===== config.mk =====
export PLATFORM = sky130hd
export DESIGN_NAME = t_ff_seq_ctrl
export DESIGN_NICKNAME = d
export VERILOG_FILES = /design/src/rtl/t_ff_seq_ctrl.sv
export SDC_FILE = /design/constraint.sdc
export NUM_CORES = 1
export LEC_CHECK = 0
export ABC_AREA = 1
export BUFFER_PORTS_ARGS = -buffer_cell sky130_fd_sc_hd__buf_2
export CORE_ASPECT_RATIO = 1.1
export CORE_UTILIZATION = 24
export DETAILED_ROUTE_END_ITERATION = 10
export GPL_TIMING_DRIVEN = 0
export MAX_ROUTING_LAYER = met4
export PLACE_DENSITY = 0.43
export SLEW_MARGIN = 15
export SYNTH_ARGS = -nofsm -noshare
export SYNTH_HDL_FRONTEND = slang
export SYNTH_SLANG_ARGS = --single-unit
export TNS_END_PERCENT = 30

===== constraint.sdc =====
create_clock -name Clk -period 1.6 [get_ports Clk]
set_clock_uncertainty 0.2 [all_clocks]
set_input_delay 0.16 -clock Clk [delete_from_list [all_inputs] [get_ports Clk]]
set_output_delay 0.16 -clock Clk [all_outputs]
set_load 0.005 [all_outputs]

===== src/rtl/t_ff_seq_ctrl.sv =====
// T flip-flop bank sequencer: owns q, emits the toggle vector t_en,
// and runs the bank as a preloadable up/down counter for N steps.
module t_ff_seq_ctrl #(
    parameter int WIDTH = 4,
    parameter int CW    = 8
) (
    input  logic             Clk,
    input  logic             rst,
    input  logic             load,
    input  logic [WIDTH-1:0] load_val,
    input  logic             start,
    input  logic             up,
    input  logic [CW-1:0]    steps,
    input  logic             halt,
    output logic [WIDTH-1:0] t_en,
    output logic [WIDTH-1:0] q,
    output logic             busy,
    output logic             done,
    output logic             wrap
);

    typedef enum logic [1:0] {
        S_IDLE,
        S_RUN,
        S_DONE
    } state_t;

    state_t           r_state;
    state_t           w_next;
    logic [WIDTH-1:0] r_q;
    logic [WIDTH-1:0] w_ten;
    logic [WIDTH-1:0] w_low1;
    logic [WIDTH-1:0] w_low0;
    logic [WIDTH-1:0] w_cnt_vec;
    logic [CW-1:0]    r_cnt;
    logic [CW-1:0]    w_cnt_nxt;
    logic             r_dir;
    logic             w_dir_nxt;
    logic             r_wrap;
    logic             w_wrap_nxt;

    // Bit i toggles when all lower bits are ones (up) or zeros (down)
    assign w_low1[0] = 1'b1;
    assign w_low0[0] = 1'b1;

    for (genvar gi = 1; gi < WIDTH; gi++) begin : g_prefix
        assign w_low1[gi] = w_low1[gi-1] & r_q[gi-1];
        assign w_low0[gi] = w_low0[gi-1] & ~r_q[gi-1];
    end

    assign w_cnt_vec = r_dir ? w_low1 : w_low0;

    always_comb begin
        w_next     = r_state;
        w_ten      = '0;
        w_cnt_nxt  = r_cnt;
        w_dir_nxt  = r_dir;
        w_wrap_nxt = 1'b0;
        unique case (r_state)
            S_IDLE: begin
                if (load) begin
                    w_ten = r_q ^ load_val;
                end else if (start) begin
                    w_dir_nxt = up;
                    w_cnt_nxt = steps;
                    w_next    = (steps == '0) ? S_DONE : S_RUN;
                end
            end
            S_RUN: begin
                if (halt) begin
                    w_next    = S_IDLE;
                    w_cnt_nxt = '0;
                end else begin
                    w_ten      = w_cnt_vec;
                    w_cnt_nxt  = r_cnt - CW'(1);
                    w_wrap_nxt = r_dir ? (&r_q) : ~(|r_q);
                    if (r_cnt == CW'(1)) begin
                        w_next = S_DONE;
                    end
                end
            end
            S_DONE: begin
                w_next = S_IDLE;
            end
            default: begin
                w_next = S_IDLE;
            end
        endcase
    end

    always_ff @(posedge Clk or negedge rst) begin
        if (!rst) begin
            r_state <= S_IDLE;
            r_q     <= '0;
            r_cnt   <= '0;
            r_dir   <= 1'b0;
            r_wrap  <= 1'b0;
        end else begin
            r_state <= w_next;
            r_q     <= r_q ^ w_ten;
            r_cnt   <= w_cnt_nxt;
            r_dir   <= w_dir_nxt;
            r_wrap  <= w_wrap_nxt;
        end
    end

    assign t_en = w_ten;
    assign q    = r_q;
    assign busy = (r_state == S_RUN);
    assign done = (r_state == S_DONE);
    assign wrap = r_wrap;

endmodule


==> key figures <==
Worst setup path
  – Crit start category: flip-flop
  – Critical-path cell list: inv_2 > nor2_4 > nand2_4 > o21ai_4 > buf_2
  – Worst EP arrival: 1.29 ns
  – Slowest CP cell: dfrtp_2
  – CP Max Fanout: 7
  – Worst Path Required: 1.24 ns
  – Crit Path Category: flip-flop to primary output
  – Crit end category: primary output
  – Slowest stage delay, CP: 0.44 ns

Synth
  – Synth top area share: 36.5%
  – Syn avg cell area: 7.13 um2
  – Top FF cell, synth: dfrtp_1
  – Top-count cell post-synth: nand2_1
  – Syn Nets: 174
  – Cell taking the most area after synthesis: dfrtp_1
  – FFs w/ async S/R, synth: 100%
  – Seq/Total Area, Yosys: 36.5%
  – Synth Register Bits: 16
  – Post-synth EDFFs: 0
  – Synth cell count leaders: 31 x nand2_1, 18 x inv_1, 17 x nor2_1, 16 x dfrtp_1, 13 x nand3_1
  – Syn Inst Count: 154
  – Largest cells by area after synthesis: dfrtp_1 36%, nand2_1 11%, inv_1 6.2%
  – Ys Warns: 0
  – Distinct cells, synth: 26
  – Post-Synthesis Cell Area: 1100 um2

Route
  – DRT Pass-1 Iters: 4
  – Vias/cell: 4.52
  – DRT iter0 DRCs: 58
  – Vias post-DR: 1111
  – Avg WL per Cell: 12.3 um
  – Drc violations: 0
  – Post-route antenna net violation count: 0
  – Final wirelength: 3.03 mm

Die
  – Initial Util: 25.2%
  – Die W: 66.5 um
  – Die height: 72.9 um
  – Die area: 4850 um2
  – Core area: 4350 um2
  – Row count: 25
  – Top Ports: 29

Clocking
  – Clock sink count: 16
  – Clock Latency Late Sink: 0.25 ns
  – Reg clk slew, reported paths: 0.07 ns
  – Htree depth: 1
  – Root Buffer: clkbuf_8
  – TritonCTS clock tree: built
  – CTS Buffer Depth: 2
  – CTS buffer count: 3

Place
  – Gp weighted congestion: 0.750
  – Pre-CTS WS: -0.0690 ns
  – Port buffer count: 28
  – Cell Area, Placed: 1310 um2
  – Final HPWL DP: 2.28 mm

Flow run
  – Max-cap violations: 0

STA
  – Final period util: 103%
  – Final-report max-slew violation count: 0
  – Fin. Hold Viols: 0
  – Setup violations, final: 3
  – Worst Tran Pin Value: 0.408 ns
  – Max transition margin: 72.8%
  – Minimum clock period: 1.65 ns
  – RSZ-0062 raised after global routing: yes
  – F_max: 0.604 GHz
  – Final WS setup: -0.0544 ns

Run status
  – Run status: complete, but fails checks
  – Failing checks: setup timing

Min path
  – Hold Path Class: primary input to flip-flop

Finish
  – Nets: 214
  – # diodes: 0
  – Fin area: 1470 um2
  – P&R area growth vs syn: 34.3%
  – Share of cells above drive strength 1: 31.3%
  – Share of the core filled with cells: 33.9%

Global route
  – Gr ovfl total: 0
  – Vias in the first global route: 1038
  – Antenna violations before repair: 0
  – First-pass GRT wire length: 4.80 mm
  – Total GRT Usage: 13.9%
  – Largest net degree at the start of global routing: 17

Pwr
  – Peak supply drop: 0.527 mV
  – PwrDens: 1920 nW/um2
  – Leakage: 0.000744 uW
-- per-layer routing --
layer	GRT usage, %	part of all wire (%)	up-vias
met3	2.19	4.2	2
met1	16.4	46	512
met4	5.67	1.1	0
met2	23.2	49	28
li1	-	-	569
met5	-	0	-
-- cell families after synthesis --
family	count (synthesis)	share of synthesized area, %
AND/OR/NAND/NOR	71	28.8
AO/OA/AOI/OAI	31	15.5
buffers and inverters	24	8.21
flip-flops	16	36.5
XOR/XNOR	10	8.67
adder cells (fa/ha/maj)	2	2.28
-- per-stage QoR --
stage | instances | hold WS, ns | total power [uW] | setup TNS [ns]
after floorplan | 154 | -0.336 | 1840 | 0
after global placement | 236 | -0.0856 | 2260 | -0.0858
after detailed placement | 236 | -0.0850 | 2280 | -0.104
after CTS | 244 | 0.0234 | 2750 | -0.246
after global routing | 246 | 0.0825 | 3100 | -0.408
final | 246 | 0.0522 | 2820 | -0.0958
-- path summary, 6_finish.rpt --
path,from,end,slack [ns],depth (start not counted)
max,r_state[0],t_en[1],-0.05,5
min in group asynchronous,rst,r_dir,0.17,2
min,steps[5],r_cnt[5],0.05,3
max reg2reg,r_state[1],r_cnt[4],0.11,7
min reg2reg,q[0],q[0],0.36,1
max in group asynchronous,rst,r_state[1],0.72,2
-- critical path, delay by kind of cell, from the launching register on --
kind            cells  cell delay [ns]
flops               1             0.44
simple gates        2             0.25
buf+inv             2             0.19
compound gates      1             0.17
-- cell usage in the layout (no fill, tap or decap) --
| master | instances |
|---|---|
| a21oi_1 | 7 |
| a22oi_1 | 2 |
| a31oi_1 | 1 |
| and2_4 | 1 |
| buf_2 | 28 |
| buf_4 | 8 |
| clkbuf_8 | 3 |
| dfrtp_1 | 12 |
| dfrtp_2 | 4 |
| dlygate4sd3_1 | 2 |
| ha_1 | 1 |
| ha_4 | 1 |
| inv_1 | 18 |
| inv_2 | 3 |
| nand2_1 | 30 |
| nand2_2 | 2 |
| nand2_4 | 3 |
| nand3_1 | 12 |
| nand3_2 | 1 |
| nand4_1 | 1 |
| nor2_1 | 17 |
| nor2_4 | 3 |
| nor3_1 | 1 |
| o21ai_0 | 6 |
| o21ai_1 | 11 |
| o21ai_4 | 1 |
| o21bai_2 | 1 |
| o22ai_1 | 2 |
| xnor2_1 | 2 |
| xor2_1 | 7 |
| xor2_2 | 1 |
-- where the power goes --
part / internal [uW] / total, uW / switching (uW) / leakage (uW)
clock: 167 / 303 / 136 / 0.0000216
combinational: 723 / 1640 / 914 / 0.000532
sequential: 611 / 883 / 272 / 0.000191
total: 1500 / 2820 / 1320 / 0.000744
-- sequential cells by signal (all words and copies together) (netlist names) --
name	count
q	4
r_cnt	8
r_dir	1
r_state	2
wrap	1
-- final cells by class --
cell class	instances	area, um2
clock buffer	3	41.3
fill	475	2870
timing repair buffer	38	220
tap	54	67.6
inverter	21	78.8
sequential	16	405
multi-input combinational	114	661
-- what timing repair did --
action | in CTS | in global routing
hold buffers | 2 | 0
gates resized for setup | 8 | 8
endpoints found under the setup margin | 5 | 12
setup buffers | 6 | 2
endpoints found under the hold margin | 17 | 0
pin swaps | 5 | 3
No activity file was read; power rests on OpenSTA's default activity.
